**src/rtl/alu_pkg.sv**
```systemverilog
// Shared types and constants for the RV32I execute-stage ALU.
package alu_pkg;

  localparam int XLEN = 32;

  // Operation codes; encodings 12..15 are treated as NOP by the ALU.
  typedef enum logic [3:0] {
    OP_LUI  = 4'd0,
    OP_LW   = 4'd1,
    OP_ADD  = 4'd2,
    OP_XOR  = 4'd3,
    OP_OR   = 4'd4,
    OP_AND  = 4'd5,
    OP_SLL  = 4'd6,
    OP_SRL  = 4'd7,
    OP_SRA  = 4'd8,
    OP_SUB  = 4'd9,
    OP_SLT  = 4'd10,
    OP_SLTU = 4'd11
  } alu_op_t;

  // Barrel shifter direction/fill selection.
  typedef enum logic [1:0] {
    SH_SLL = 2'd0,
    SH_SRL = 2'd1,
    SH_SRA = 2'd2
  } sh_mode_t;

  // Signed overflow of a two's-complement add/sub, judged from sign bits only.
  // For subtraction the caller passes the inverted sign of the subtrahend.
  function automatic logic signed_ovfl(input logic sa, input logic sb, input logic sr);
    return (sa == sb) && (sr != sa);
  endfunction

endpackage

```
**src/rtl/alu_shifter.sv**
```systemverilog
// Combinational logarithmic barrel shifter covering SLL, SRL and SRA.
// Left shifts reuse the right-shift stages by bit-reversing input and output.
module alu_shifter
  import alu_pkg::*;
#(
  parameter int WIDTH = XLEN,
  parameter int SHW   = $clog2(WIDTH)
) (
  input  logic [WIDTH-1:0] data_i,
  input  logic [SHW-1:0]   amt_i,
  input  sh_mode_t         mode_i,
  output logic [WIDTH-1:0] data_o
);

  logic [WIDTH-1:0] rev_in;
  logic [WIDTH-1:0] rev_out;
  logic [WIDTH-1:0] stage [0:SHW];
  logic             left;
  logic             fill;

  assign left = (mode_i == SH_SLL);
  // Only arithmetic right shift replicates the sign; the others fill with zero.
  assign fill = (mode_i == SH_SRA) & data_i[WIDTH-1];

  genvar gi;
  generate
    for (gi = 0; gi < WIDTH; gi++) begin : g_rev_in
      assign rev_in[gi] = data_i[WIDTH-1-gi];
    end
  endgenerate

  assign stage[0] = left ? rev_in : data_i;

  // Stage gi conditionally shifts right by 2**gi.
  generate
    for (gi = 0; gi < SHW; gi++) begin : g_stage
      assign stage[gi+1] = amt_i[gi]
        ? {{(1 << gi){fill}}, stage[gi][WIDTH-1:(1 << gi)]}
        : stage[gi];
    end
  endgenerate

  generate
    for (gi = 0; gi < WIDTH; gi++) begin : g_rev_out
      assign rev_out[gi] = stage[SHW][WIDTH-1-gi];
    end
  endgenerate

  assign data_o = left ? rev_out : stage[SHW];

endmodule

```
**src/rtl/alu.sv**
```systemverilog
// RV32I execute-stage integer ALU with a registered result and overflow flag.
// One operation is accepted every cycle; results appear one edge later.
module alu
  import alu_pkg::*;
#(
  parameter int WIDTH = XLEN
) (
  input  logic             clk,
  input  logic             rst_n,
  input  logic [WIDTH-1:0] A,
  input  logic [WIDTH-1:0] B,
  input  logic [3:0]       Control,
  output logic [WIDTH-1:0] Out,
  output logic             ovfl
);

  localparam int SHW = $clog2(WIDTH);

  alu_op_t          op;
  logic [WIDTH-1:0] sum;
  logic [WIDTH-1:0] diff;
  logic [WIDTH-1:0] shift_res;
  sh_mode_t         sh_mode;
  logic             lt_signed;
  logic             lt_unsigned;
  logic [WIDTH-1:0] out_d;
  logic [WIDTH-1:0] out_q;
  logic             ovfl_d;
  logic             ovfl_q;

  assign op          = alu_op_t'(Control);
  assign sum         = A + B;
  assign diff        = A - B;
  assign lt_signed   = $signed(A) < $signed(B);
  assign lt_unsigned = A < B;

  // Pick the shifter mode from the opcode; non-shift ops leave it at SRL (unused).
  always_comb begin
    sh_mode = SH_SRL;
    case (op)
      OP_SLL:  sh_mode = SH_SLL;
      OP_SRA:  sh_mode = SH_SRA;
      default: sh_mode = SH_SRL;
    endcase
  end

  alu_shifter #(
    .WIDTH (WIDTH),
    .SHW   (SHW)
  ) u_shifter (
    .data_i (A),
    .amt_i  (B[SHW-1:0]),
    .mode_i (sh_mode),
    .data_o (shift_res)
  );

  // Result and overflow mux; unknown or NOP codes fall through to zero.
  always_comb begin
    out_d  = '0;
    ovfl_d = 1'b0;
    case (op)
      OP_LUI:  out_d = B;
      OP_LW:   out_d = sum;
      OP_ADD: begin
        out_d  = sum;
        ovfl_d = signed_ovfl(A[WIDTH-1], B[WIDTH-1], sum[WIDTH-1]);
      end
      OP_XOR:  out_d = A ^ B;
      OP_OR:   out_d = A | B;
      OP_AND:  out_d = A & B;
      OP_SLL,
      OP_SRL,
      OP_SRA:  out_d = shift_res;
      OP_SUB: begin
        out_d  = diff;
        ovfl_d = signed_ovfl(A[WIDTH-1], ~B[WIDTH-1], diff[WIDTH-1]);
      end
      OP_SLT:  out_d = {{(WIDTH-1){1'b0}}, lt_signed};
      OP_SLTU: out_d = {{(WIDTH-1){1'b0}}, lt_unsigned};
      default: begin
        out_d  = '0;
        ovfl_d = 1'b0;
      end
    endcase
  end

  // Output register; reset clears it immediately and drops any in-flight result.
  always_ff @(posedge clk or negedge rst_n) begin
    if (!rst_n) begin
      out_q  <= '0;
      ovfl_q <= 1'b0;
    end else begin
      out_q  <= out_d;
      ovfl_q <= ovfl_d;
    end
  end

  assign Out  = out_q;
  assign ovfl = ovfl_q;

endmodule

```
**config.mk**
```make
export PLATFORM = sky130hd
export DESIGN_NAME = alu
export DESIGN_NICKNAME = d
export VERILOG_FILES = /design/src/rtl/alu_pkg.sv /design/src/rtl/alu_shifter.sv /design/src/rtl/alu.sv
export SDC_FILE = /design/constraint.sdc
export NUM_CORES = 1
export LEC_CHECK = 0
export BUFFER_PORTS_ARGS = -buffer_cell sky130_fd_sc_hd__clkbuf_2
export CAP_MARGIN = 20
export CORE_AREA = 2 2 144 160
export DETAILED_ROUTE_END_ITERATION = 16
export DIE_AREA = 0 0 146 162
export PLACE_DENSITY = 0.67
export SETUP_SLACK_MARGIN = 0.05
export SLEW_MARGIN = 20
export SYNTH_ARGS = -nofsm -noshare
export SYNTH_HDL_FRONTEND = slang
export SYNTH_HIERARCHICAL = 1
export SYNTH_SLANG_ARGS = --single-unit
```
**constraint.sdc**
```tcl
create_clock -name clk -period 0.8 [get_ports clk]
set_clock_uncertainty 0.2 [all_clocks]
set_input_delay 0.04 -clock clk [delete_from_list [all_inputs] [get_ports clk]]
set_output_delay 0.04 -clock clk [all_outputs]
set_load 0.005 [all_outputs]
```
=== Word level (Yosys, flattened, before mapping) ===
Cells that the tools add are included.

* Eq/ne operators: 16
* Mux-type cells: 10
* Shifts and indexed selects: 0
* Bitwise gates (word level): 5
* Multipliers: 0
* Add/sub/neg operators: 2
* Reduce and logical (&&, ||, !) cells: 6
* Div/mod/pow operators: 0
* Magnitude comparators: 2

{| class="wikitable"
|+ Operators by type and width
! cell !! count
|-
| 32-bit one-hot mux with 9 select lines || 1
|-
| 32-bit two-way mux || 7
|-
| 32-bit less-than comparator || 2
|-
| 32-bit adder || 1
|-
| 32-bit AND || 1
|-
| 32-bit OR || 1
|-
| 32-bit subtractor || 1
|-
| 32-bit XOR || 1
|-
| 4-bit by 3-bit == test with 1-bit output (second input constant) || 4
|-
| 4-bit == test (second input constant) || 4
|-
| 4-bit by 2-bit == test with 1-bit output (second input constant) || 2
|-
| 4-bit by 1-bit == test with 1-bit output (second input constant) || 1
|-
| 4-bit logical NOT || 1
|-
| 2-bit one-hot mux with 2 select lines || 1
|-
| 3-bit OR reduction || 1
|-
| 1-bit == test || 2
|-
| 2-bit == test (second input constant) || 1
|-
| 1-bit logical AND || 2
|-
| 2-bit logical NOT || 1
|-
| 1-bit != test || 2
|-
| 1-bit one-hot mux with 2 select lines || 1
|-
| 2-bit OR reduction || 1
|-
| 1-bit AND || 1
|-
| 1-bit NOT || 1
|}

* Bits of input ports: 70
* Latch bits: 0
* Word-level logic and storage cells: 43
* Output and inout port bits: 33
* Memories: 0
* Memory bits (writable): 0
* ROM bits: 0
* Register bits after elaboration: 33

=== Logic depth before layout (Yosys ltp) ===
Gate-level depths: netlist of the first run.

* Word-level depth: 11
* Gate-level depth with buffers: 19
* Depth with buffers taken out: 16

=== Hierarchy ===
Netlist of the first run, hierarchy kept.

{| class="wikitable"
|+ Modules (own cells, without submodules)
! module !! area an instance (um2) !! cells an instance !! instances !! seq. area each (um2)
|-
| alu || 6331.1 || 890 || 1 || 825.8
|-
| alu_shifter || 2791.4 || 353 || 1 || 0.0
|}

=== Worst setup path before layout of the first run ===
Ideal clock, no wire load.

* Path type: in2reg
* Start point: input port Control[3]
* End point: register out_q[31] (netlist: Out[31])
* Cell stages on the path: 16
* Data required time: 469 ps
* Arrival: 3915 ps
* Library setup time: 131 ps
* Path buffers: 2
* Setup slack: -3446 ps
* Cells stage by stage: clkbuf_1 -> or3b_2 -> a21o_1 -> nor2_2 -> buf_6 -> mux4_2 -> mux4_2 -> nor2b_1 -> o21a_1 -> a211oi_1 -> mux2i_1 -> a221oi_1 -> nand2b_1 -> or2_2 -> nand3_1 -> a32oi_1

* Longest elaborated chain between the ends: 11
* Elaborated cells between the ends (all ways): 26
* Classes of those cells: eq/ne (12); mux (9); bitwise (1); reduce/logical (4)

{| class="wikitable"
|+ Ends and longest elaborated chain
! item !! line !! RTL
|-
| start, declared || alu.sv:12 || <nowiki>input logic [3:0] Control,</nowiki>
|-
| 4-bit == test / 4-bit by 3-bit == test with 1-bit output (equally long branches) || alu.sv:40 || <nowiki>case (op)</nowiki>
|-
| 2-bit one-hot mux with 2 select lines (*) || alu.sv:40 ||
|-
| named net sh_mode[0] || alu.sv:23 || <nowiki>sh_mode_t sh_mode;</nowiki>
|-
| 2-bit == test / 2-bit logical NOT (equally long branches) || alu_shifter.sv:23, alu_shifter.sv:21 ||
|-
| 1-bit AND / 32-bit two-way mux (equally long branches) || alu_shifter.sv:23, alu_shifter.sv:32 ||
|-
| 32-bit two-way mux (5 in a row) || alu_shifter.sv:38 || <nowiki>? {{(1 << gi){fill}}, stage[gi][WIDTH-1:(1 << gi)]}</nowiki>
|-
| 32-bit two-way mux (*) || alu_shifter.sv:49 || <nowiki>assign data_o = left ? rev_out : stage[SHW];</nowiki>
|-
| named net shift_res[31] || alu.sv:22 || <nowiki>logic [WIDTH-1:0] shift_res;</nowiki>
|-
| 32-bit one-hot mux with 9 select lines (*) || alu.sv:61 || <nowiki>case (op)</nowiki>
|-
| named net out_d[31] || alu.sv:26 || <nowiki>logic [WIDTH-1:0] out_d;</nowiki>
|-
| end signal, assigned || alu.sv:93 || <nowiki>out_q <= out_d;</nowiki>
|-
| end, declared || alu.sv:27 || <nowiki>logic [WIDTH-1:0] out_q;</nowiki>
|}

Mark *: on every way through the listed nets, which the timed path passes. The rest lies on a longest branch.

=== Worst setup path after layout of the first run ===
* Start point: input port Control[1]
* End point: register out_q[31] (netlist: Out[31])

Same word-level chain as after synthesis.

==> results.txt, run 1 <==
----------------------------------------------------
[Synth]
  Cell variety after synth ... 83
  Share of the yosys chip area belonging to registers ... 9.052%
  Top flip-flop cell by instance count after synthesis ... sky130_fd_sc_hd__dfrtp_1
  Post-synthesis cell count ... roughly 1.2k
  Synthesized area per cell ... 7.339 um^2
  Ys Warns ... 6
  Count of flip-flops with a built-in enable after synthesis ... 0
  Xor/xnor cell area share of the yosys netlist ... 0.3840%
  Fraction of registers with async set or reset after synthesis ... 100.0%
  Post-synthesis share of cell area spent on and, or, nand and nor gates ... between 10% and 20%
  Adder-cell area share of the yosys netlist ... 14.07%
  Largest family of logic cells by synthesized area ... compound AO/OA/AOI/OAI gates
  Synthesized-area fraction occupied by ao, oa, aoi and oai cells ... 34.89%
  Multiplexer share of the synthesized area ... between 10% and 20%
  Mapped Nets ... between 1k and 1.5k
  Mapped cell area ... 9122 um^2
  Count of state elements after synthesis ... 33

[Cells and area]
  Antenna cells ... 0
  Reg area ... 825.8 um^2
  Fraction of final layout cells sized beyond drive strength 1 ... 45.49%
  Area delta synth->final ... 60.60%
  Multi-input logic area ... between 8000 and 9000 um^2
  Fin nets ... 1932
  Highest-count cells in the layout ignoring fill and taps ... sky130_fd_sc_hd__buf_4, sky130_fd_sc_hd__nand2_1, sky130_fd_sc_hd__inv_1, sky130_fd_sc_hd__clkbuf_2, sky130_fd_sc_hd__a21oi_1
  Number of fillers in the final layout ... 1875
  Leading cell type in the layout, fill and taps excluded ... sky130_fd_sc_hd__buf_4
  Fraction of the core area covered by cells at the end of the flow ... 66.70%

[Timing]
  Final period demand of the worst path ... 3.705 ns
  Post-Route Setup TNS ... -89.76 ns
  Count of endpoints failing setup in the final report ... 66
  Rel. slew slack ... 55.60%
  Final critical-path share of the clock period ... 463.1%
  Total count of max-transition violations in the final report ... 0
  Min setup slack post-route ... -2.905 ns
  Worst hold slack across all endpoints ... -0.2568 ns
  Hold Vio Cnt, Final ... 5
  Setup repair after global routing missed its margin ... true
  Actual slew at the worst max-slew pin ... 0.6660 ns
  Max frequency ... 0.2699 GHz

[Drt]
  Number of DRC violations after detailed-routing iteration 0 ... around 1.4k
  Number of iterations in the first detailed-routing pass ... 6
  Via count of the routed design ... 13.04k
  Routed length per instance ... 22.33 um
  Final wirelength ... 45.96 mm
  Drt via density ... 6.335
  DRC violation count after routing ... 0
  Post-DRT Antenna Nets ... 0

[Outcome]
  Violations in the final reports ... hold timing, setup timing
  Run status ... complete, but fails checks

[Global route]
  Number of antenna violations at the first check in global routing ... 0
  Largest net degree at the start of global routing ... 48
  Global route total overflow ... 0
  Wire length of the first global-routing pass ... 68.98 mm
  Overall fraction of global-route tracks in use ... 37.21%
  Vias in the first global route ... about 13k

[Clock network]
  TritonCTS clock tree ... yes
  Hold buffer count at CTS ... 1
  Root buffer cell ... sky130_fd_sc_hd__clkbuf_16
  Clk pin slew, worst setup/hold paths ... about 0.060 ns
  Number of buffers on the longest clock path ... 2
  CTS sink cnt ... 33
  Max H-tree Level ... 2
  Cts bufs inserted ... 5

[Power and ir drop]
  Static Leak ... 6.934 nW
  Maximum vdd drop ... 913.5 uV
  Sequential fraction of design power ... 14.0%
  Share of power burned in combinational logic ... 71.2%
  Switching power ... 0.006452 W
  Switching power as a share of total power ... 44.25%
  PwrDens ... 995.2 nW/um^2
  Share of total power in the clock network ... between 10% and 20%
  Internal power ... 0.008129 W

[Worst setup path]
  Signal arrival time at the worst endpoint ... 3.66 ns
  Crit start category ... primary input
  Crit. End Element ... register
  Last element of the critical path ... Out[31]
  Biggest fanout along the worst timing path ... 8
  Type of the worst setup path ... primary input to register
  Worst Setup SP ... Control[1]
  Worst Path Required ... 0.76 ns

[Job]
  Maximum capacitance violations ... 0

[Floorplanning]
  Effective utilization at floorplan ... 41.53%
  Die boundary width ... 146 um
  Floorplan die area ... ~24000 um^2
  Number of placement rows ... 57
  Die outline height ... 162 um
  I/O pins ... 103
  Total core area ... 21970 um^2

[Placed design]
  Buffers on Ports ... 102
  Routability congestion estimate ... 1.058
  DP Wirelength ... 36.31 mm
  Post-place setup slack ... -3.340 ns

[Min path]
  Worst min-delay path class ... primary input to register

----------------------------------------------------
cell type report:
cell class | count | area share [%]
clock buffers | 7 | 0.9736
repair buffers | 604 | 31.39
inverters | 101 | 2.613
well taps | 295 | 2.519
multi-input cells | 1018 | 56.87
flip-flops and latches | 33 | 5.637
per-stage QoR:
step / std cells / total power [W] / instance area [um^2]
2_1_floorplan: 1243 / 0.006542 / 9439
3_3_place_gp: 2025 / 0.01111 / 13600
3_5_place_dp: 2025 / 0.01122 / 13600
4_1_cts: 2053 / 0.01392 / 14320
5_1_grt: 2058 / 0.01518 / 14650
6_report: 2058 / 0.01458 / 14650
power by group through the flow:
stage               registers, W  logic (W)  clock network [W]
finish                   0.00204     0.0104            0.00216
global route             0.00205     0.0109            0.00219
CTS                      0.00203    0.00976            0.00213
detailed placement       0.00206    0.00916                  0
global placement         0.00206    0.00905                  0
floorplan                0.00206    0.00448                  0
synth_stat cells (18+ instances only):
library cell,number,area share (%)
sky130_fd_sc_hd__a21oi_1,105,5.8
sky130_fd_sc_hd__dfrtp_1,33,9.1
sky130_fd_sc_hd__a22oi_1,33,2.7
sky130_fd_sc_hd__ha_1,97,13
sky130_fd_sc_hd__o22ai_1,24,1.6
sky130_fd_sc_hd__a221oi_1,22,2.1
sky130_fd_sc_hd__clkbuf_1,76,3.1
sky130_fd_sc_hd__mux2i_1,31,3.4
sky130_fd_sc_hd__o21bai_1,21,1.7
sky130_fd_sc_hd__o21ai_0,79,4.3
sky130_fd_sc_hd__a221o_1,21,2.3
sky130_fd_sc_hd__nand2_1,138,5.7
sky130_fd_sc_hd__o211ai_1,18,1.5
sky130_fd_sc_hd__inv_1,100,4.1
sky130_fd_sc_hd__nor2_1,100,4.1
sky130_fd_sc_hd__a21o_1,20,1.6
sky130_fd_sc_hd__mux4_2,31,7.7
sky130_fd_sc_hd__nand3_1,27,1.5
metal layers:
metal  up-vias  global-route usage (%)  part of all wire, %
met5         -                       0                    0
met4         0                   21.76                  6.9
met3       249                   5.084                   11
met2       932                   62.61                   46
met1      6131                   45.74                   37
li1       5726                       -                    -
worst min-delay path by stage:
stage               start  depth (start not counted)       to
2_1_floorplan       rst_n                          0   Out[0]
6_report       Control[2]                          2   Out[0]
4_1_cts        Control[2]                          2   Out[0]
3_3_place_gp        rst_n                          2  Out[30]
5_1_grt        Control[2]                          2   Out[0]
3_5_place_dp        rst_n                          2  Out[30]
registers in the layout, summed over array words and instances (netlist names):
signal and cells:
Out 32, ovfl 1
worst max-delay path, cell delays in order:
cell and delay, ns:
sky130_fd_sc_hd__buf_6 0.09, sky130_fd_sc_hd__or3b_4 0.38, sky130_fd_sc_hd__a21o_4 0.24, sky130_fd_sc_hd__nor2_4 0.13, sky130_fd_sc_hd__buf_12 0.15, sky130_fd_sc_hd__mux4_2 0.52, sky130_fd_sc_hd__mux4_2 0.48, sky130_fd_sc_hd__nor2b_4 0.14
sky130_fd_sc_hd__o21a_1 0.19, sky130_fd_sc_hd__a211oi_4 0.23, sky130_fd_sc_hd__mux2i_2 0.16, sky130_fd_sc_hd__a221oi_2 0.35, sky130_fd_sc_hd__nand2b_1 0.13, sky130_fd_sc_hd__or2_4 0.25, sky130_fd_sc_hd__nand3_2 0.07, sky130_fd_sc_hd__a32oi_1 0.09
what timing repair did:
action | in CTS | in global routing
resized for setup | 101 | 71
endpoints found under the hold margin | 39 | 4
cloned | 0 | 0
setup endpoints to repair | 66 | 66
pin swaps | 43 | 43
setup buffers | 21 | 14
cells by family (layout without fill, tap and decap cells):
| kind of cell | count (synthesis) | after routing |
|---|---|---|
| and+or+nand+nor | 369 | 369 |
| adders and majority gates | 102 | 102 |
| buffers and inverters | 192 | 712 |
| xor gates and xnor gates | 4 | 4 |
| muxes | 80 | 80 |
| AOI/OAI and AO/OA | 463 | 463 |
| DFF | 33 | 33 |
(Power assumes the default switching activity.)
==> inputs of run 2 (changes only) <==
--- a/config.mk
+++ b/config.mk
@@ -8,6 +8,7 @@
 export BUFFER_PORTS_ARGS = -buffer_cell sky130_fd_sc_hd__clkbuf_2
 export CAP_MARGIN = 20
 export CORE_AREA = 2 2 144 160
+export CTS_BUF_LIST = sky130_fd_sc_hd__clkbuf_4 sky130_fd_sc_hd__clkbuf_8 sky130_fd_sc_hd__clkbuf_16
 export DETAILED_ROUTE_END_ITERATION = 16
 export DIE_AREA = 0 0 146 162
 export PLACE_DENSITY = 0.67
==> run 2 against run 1 <==
Effect of this change: the flow still finishes with violations (hold timing, setup timing); die area is the same; setup slack lost 0.011 ns; first-iteration DRC count grew 5.0%; total power grew 0.70%; largest cell class unchanged; clock power is essentially flat; design area grew 0.59%; combinational power is essentially flat; critical endpoint unchanged; clock-buffer cell count is the same.
==> results.txt, run 2 (synthesized netlist as in run 1, its figures left out) <==
----------------------------------------------------
[Min path]
  Endpoint, Worst Hold ... Out[0]
  Worst Hold Depth ... 2
  Launch point of the worst hold path ... Control[2]
  Worst min-delay path class ... primary input to register

[Timing]
  Actual slew at the worst max-slew pin ... roughly 0.64 ns
  Final period demand of the worst path ... around 3.7 ns
  Min setup slack post-route ... -2.916 ns
  Worst hold slack across all endpoints ... -0.2575 ns
  Rel. slew slack ... between 50% and 60%
  Max frequency ... 0.2691 GHz
  Hold Vio Cnt, Final ... 5
  Total count of max-transition violations in the final report ... 0
  Setup repair after global routing missed its margin ... true
  Count of endpoints failing setup in the final report ... 66
  Post-Route Setup TNS ... -89.88 ns
  Final critical-path share of the clock period ... 464.5%

[Placed design]
  Buffers on Ports ... 102
  Routability congestion estimate ... 1.058
  DP Wirelength ... 36.31 mm
  Placed instance count ... around 2.0k

[Drt]
  Number of iterations in the first detailed-routing pass ... 6
  Number of DRC violations after detailed-routing iteration 0 ... 1449
  Via count of the routed design ... 13.00k
  Post-DRT Antenna Nets ... 0
  Final wirelength ... 46.18 mm
  Drt via density ... ~6.3
  Routed length per instance ... 22.43 um
  DRC violation count after routing ... 0

[Cells and area]
  Antenna cells ... 0
  Area delta synth->final ... 61.54%
  Leading cell type in the layout, fill and taps excluded ... sky130_fd_sc_hd__buf_4
  Number of non-filler instances in the completed layout ... about 2.1k
  Number of flip-flops in the largest register ... 32
  Fin nets ... 1933
  Highest-count cells in the layout ignoring fill and taps ... sky130_fd_sc_hd__buf_4, sky130_fd_sc_hd__nand2_1, sky130_fd_sc_hd__inv_1, sky130_fd_sc_hd__clkbuf_2, sky130_fd_sc_hd__a21oi_1
  Fraction of final layout cells sized beyond drive strength 1 ... 46.03%

[Power and ir drop]
  Maximum vdd drop ... 899.1 uV
  Static Leak ... 6.952 nW
  PwrDens ... 996.3 nW/um^2

[Floorplanning]
  I/O pins ... 103
  Effective utilization at floorplan ... 41.53%
  Number of placement rows ... 57
  Die outline height ... around 160 um
  Die boundary width ... 146 um
  Floorplan die area ... 23650 um^2
  Total core area ... around 22000 um^2

[Worst setup path]
  Cell type of the slowest stage on the worst timing path ... sky130_fd_sc_hd__mux4_2
  Cell breakdown of the critical path ... buf_6 > or3b_4 > a21o_4 > nor2_4 > buf_12 > mux4_2 > mux4_2 > nor2b_4 > o21a_1 > a211oi_4 > mux2i_2 > a221oi_2 > o211a_1 > o21ai_1 > nand3_1 > a32oi_1
  Crit start category ... primary input
  Type of the worst setup path ... primary input to register
  Delay contributed by the slowest stage of the critical path ... roughly 0.52 ns
  Crit. End Element ... register
  Biggest fanout along the worst timing path ... 8
  Worst Path Required ... 0.76 ns
  CP delay by family, top ... compound AO/OA/AOI/OAI gates
  Top cell by count, worst path ... sky130_fd_sc_hd__mux4_2
  Signal arrival time at the worst endpoint ... 3.68 ns
  Bufs and invs on worst path ... 2

[Clock network]
  Number of buffers on the longest clock path ... 2
  Hold buffer count at CTS ... 1
  TritonCTS clock tree ... yes
  CTS sink cnt ... 33
  Root buffer cell ... sky130_fd_sc_hd__clkbuf_16
  Cts bufs inserted ... 5
  Max H-tree Level ... 2
  Clk pin slew, worst setup/hold paths ... 0.06 ns

[Global route]
  Overall fraction of global-route tracks in use ... 37.21%
  Wire length of the first global-routing pass ... slightly below 70 mm
  Number of antenna violations at the first check in global routing ... 0
  Largest net degree at the start of global routing ... 48
  Global route total overflow ... 0
  Vias in the first global route ... between 10k and 15k

[Job]
  Maximum capacitance violations ... 0

[Outcome]
  Run status ... complete, but fails checks
  Violations in the final reports ... hold timing, setup timing

----------------------------------------------------
==> run 2: where the power goes <==
| group | total (W) | switching [W] | leakage, nW | internal (W) |
|---|---|---|---|---|
| clock | 0.00218 | 0.000915 | 0.0734 | 0.00126 |
| combinational | 0.0105 | 0.00546 | 6.46 | 0.00500 |
| sequential | 0.00204 | 0.000118 | 0.415 | 0.00192 |
==> run 2: layout make-up <==
class | count | area (um^2)
fill | 1862 | 7229
clock buffer | 7 | 146.4
inverter | 101 | 382.9
timing repair buffer | 605 | 4609
multi-input combinational | 1018 | 8403
sequential | 33 | 825.8
tap | 295 | 369.1
==> run 2: per-stage QoR <==
stage	total power (W)	worst slack [ns]	cell area [um^2]	utilization [%]
final	0.01468	-2.916	14740	67.09
after global routing	0.01527	-3.013	14740	67.09
after CTS	0.01397	-2.866	14320	65.20
after detailed placement	0.01122	-3.340	13600	61.90
after global placement	0.01111	-3.258	13600	61.90
after floorplan	0.006542	-3.026	9439	-
==> run 2: metal layers <==
metal | part of all wire, % | routed length [um] | track usage, %
met1 | 36 | 16770 | 45.69
met2 | 46 | 21180 | 62.65
met3 | 11 | 5024 | 5.028
met4 | 6.9 | 3201 | 21.89
met5 | 0 | 0 | 0
==> run 2: how the worst max path moves through the flow <==
stage                     depth (start not counted)       to  startpoint  slack [ns]
after floorplan                                  16  Out[31]  Control[1]       -3.03
after global placement                           15  Out[31]  Control[1]       -3.26
after CTS                                        16  Out[31]  Control[3]       -2.87
after global routing                             16  Out[31]  Control[1]       -3.01
after detailed placement                         15  Out[31]  Control[3]       -3.34
final                                            16  Out[31]  Control[1]       -2.92
==> run 2: what timing repair did <==
| action | 4_1_cts | 5_1_grt |
|---|---|---|
| pin swaps | 43 | 54 |
| hold endpoints to repair | 39 | 4 |
| gates resized for setup | 101 | 85 |
| setup endpoints to repair | 66 | 66 |
| buffers inserted | 21 | 17 |
==> inputs of run 3 (changes only) <==
==> constraint.sdc (replaced) <==
create_clock -name clk -period 0.8 [get_ports clk]
set_clock_uncertainty 0.2 [all_clocks]
set_input_delay 0.12 -clock clk [delete_from_list [all_inputs] [get_ports clk]]
set_output_delay 0.12 -clock clk [all_outputs]
set_load 0.005 [all_outputs]
==> run 3 against run 2 <==
Effect of this change: clock power hardly changed; total power is 0.82% lower; combinational power hardly changed; setup slack worse by 0.14 ns; the flow still finishes with violations (hold timing, setup timing); sequential cell count stayed put.
==> results.txt, run 3 (synthesized netlist as in run 1, its figures left out) <==
----------------------------------------------------
[Timing]
  Min setup slack post-route ... -3.052 ns
  Setup repair after global routing missed its margin ... true
  Worst hold slack across all endpoints ... -0.4020 ns
  Final period demand of the worst path ... 3.852 ns
  Count of endpoints failing setup in the final report ... 66
  Max frequency ... around 0.26 GHz
  Total count of max-transition violations in the final report ... 0
  Final critical-path share of the clock period ... 481.5%
  Rel. slew slack ... 58.71%
  Hold Vio Cnt, Final ... 34
  Actual slew at the worst max-slew pin ... 0.6098 ns

[Global route]
  Number of antenna violations at the first check in global routing ... 3
  Vias in the first global route ... 12.64k
  Overall fraction of global-route tracks in use ... 37.89%
  Largest net degree at the start of global routing ... 42
  Global route total overflow ... 0
  Wire length of the first global-routing pass ... 70.25 mm

[Min path]
  Worst min-delay path class ... primary input to async pin

[Drt]
  Drt via density ... around 6.2
  Final wirelength ... 46.38 mm
  Number of DRC violations after detailed-routing iteration 0 ... 1097
  Routed length per instance ... 22.39 um
  Number of iterations in the first detailed-routing pass ... 7
  Post-DRT Antenna Nets ... 0
  Via count of the routed design ... around 13k
  DRC violation count after routing ... 0

[Outcome]
  Violations in the final reports ... hold timing, setup timing
  Run status ... complete, but fails checks

[Cells and area]
  Number of non-filler instances in the completed layout ... 2071
  Antenna cells ... 0
  Final design area excluding fillers ... about 15000 um^2
  Reg area ... 825.8 um^2
  Fraction of final layout cells sized beyond drive strength 1 ... a little under half
  Number of flip-flops in the largest register ... 32
  Number of fillers in the final layout ... 1931
  Fin nets ... approximately 1.9k
  Highest-count cells in the layout ignoring fill and taps ... sky130_fd_sc_hd__buf_4, sky130_fd_sc_hd__nand2_1, sky130_fd_sc_hd__inv_1
  Multi-input logic area ... 8294 um^2
  Leading cell type in the layout, fill and taps excluded ... sky130_fd_sc_hd__buf_4
  Area delta synth->final ... 61.23%

[Power and ir drop]
  Switching power as a share of total power ... 43.92%
  Power, Total ... 0.01456 W
  Sequential fraction of design power ... 14.0%
  Share of power burned in combinational logic ... between 70% and 80%
  Internal power ... 0.008166 W
  Static Leak ... 6.973 nW
  Maximum vdd drop ... 706.1 uV
  PwrDens ... 990.1 nW/um^2
  Share of total power in the clock network ... 15.1%
  Switching power ... 0.006396 W

[Worst setup path]
  Biggest fanout along the worst timing path ... 5
  Worst Path Required ... 0.76 ns
  Worst Setup SP ... Control[2]
  Type of the worst setup path ... primary input to register
  Signal arrival time at the worst endpoint ... 3.81 ns
  Crit. End Element ... register
  Crit start category ... primary input

[Floorplanning]
  Total core area ... 21970 um^2
  I/O pins ... 103
  Effective utilization at floorplan ... between 40 and 50%
  Number of placement rows ... 57
  Die outline height ... 162 um
  Die boundary width ... 146 um
  Floorplan die area ... 23650 um^2

[Clock network]
  Max H-tree Level ... 2
  Clk pin slew, worst setup/hold paths ... about 0.07 ns
  Root buffer cell ... sky130_fd_sc_hd__clkbuf_16
  Number of buffers on the longest clock path ... 2
  CTS sink cnt ... 33
  TritonCTS clock tree ... yes
  Cts bufs inserted ... 5

[Placed design]
  Routability congestion estimate ... about 1.0
  Cell area reported after detailed placement ... around 14000 um^2
  Buffers on Ports ... just over 100
  DP Wirelength ... 37.21 mm
  Placed instance count ... 2043

[Job]
  Maximum capacitance violations ... 0

----------------------------------------------------
## run 3: cell types whose count changed in the layout (fill, tap and decap cells not counted), sizes merged
cell / before / now
buf: 505 / 518
dlygate4sd3: 1 / 0
## run 3: repair_timing
action | CTS | global route
resized for setup | 122 | 36
setup buffers | 24 | 5
gates cloned | 1 | 0
hold endpoints to repair | 34 | 33
setup endpoints to repair | 66 | 66
pin swaps | 56 | 18
## run 3: critical path, stage by stage
cell and delay [ns]:
sky130_fd_sc_hd__buf_6 0.09, sky130_fd_sc_hd__or3b_4 0.39, sky130_fd_sc_hd__a21o_4 0.25, sky130_fd_sc_hd__buf_6 0.11
sky130_fd_sc_hd__or2_4 0.27, sky130_fd_sc_hd__buf_12 0.16, sky130_fd_sc_hd__buf_4 0.15, sky130_fd_sc_hd__mux4_1 0.52
sky130_fd_sc_hd__mux2i_1 0.25, sky130_fd_sc_hd__o22ai_1 0.13, sky130_fd_sc_hd__a211oi_2 0.30, sky130_fd_sc_hd__mux2i_2 0.16
sky130_fd_sc_hd__a221oi_2 0.36, sky130_fd_sc_hd__nand2b_1 0.13, sky130_fd_sc_hd__or2_4 0.27, sky130_fd_sc_hd__nand2_1 0.06
sky130_fd_sc_hd__a32oi_1 0.09
## run 3: power groups by stage
| stage | Sequential, W | Clock [W] | Combinational, W |
|---|---|---|---|
| floorplan | 0.00206 | 0 | 0.00448 |
| global placement | 0.00206 | 0 | 0.00921 |
| detailed placement | 0.00206 | 0 | 0.00927 |
| CTS | 0.00204 | 0.00220 | 0.00988 |
| global route | 0.00206 | 0.00225 | 0.0109 |
| finish | 0.00204 | 0.00220 | 0.0103 |
## run 3: layout make-up
cell class	count	share of cell area, %
Sequential cell	33	5.615
Clock buffer	7	0.9953
Inverter	101	2.603
Timing Repair Buffer	617	31.88
Tap cell	295	2.510
Multi-Input combinational cell	1018	56.39
## run 3: metrics by stage
step	TNS, ns	util [%]	hold slack, ns	setup slack (ns)
3_3_place_gp	-99.98	62.41	-0.08790	-3.314
6_report	-96.55	66.96	-0.4020	-3.052
3_5_place_dp	-100.46	62.41	-0.08112	-3.413
5_1_grt	-99.42	66.96	-0.3764	-3.130
4_1_cts	-95.06	66.18	-0.3875	-3.004
2_1_floorplan	-81.80	-	-0.3756	-3.106
## run 3: worst max path at each step
| stage | cells after the start | slack, ns | endpoint |
|---|---|---|---|
| floorplan | 16 | -3.11 | Out[31] |
| global placement | 15 | -3.31 | Out[31] |
| detailed placement | 15 | -3.41 | Out[31] |
| CTS | 16 | -3.00 | Out[31] |
| global route | 17 | -3.13 | Out[31] |
| finish | 17 | -3.05 | Out[31] |
## run 3: metal layers
metal | share of wire [%] | global-route usage, % | vias to the layer above
li1 | - | - | 5745
met1 | 38 | 45.47 | 6098
met2 | 47 | 64.97 | 755
met3 | 8.3 | 4.803 | 207
met4 | 6.9 | 22.95 | 2
met5 | 0.026 | 0 | -
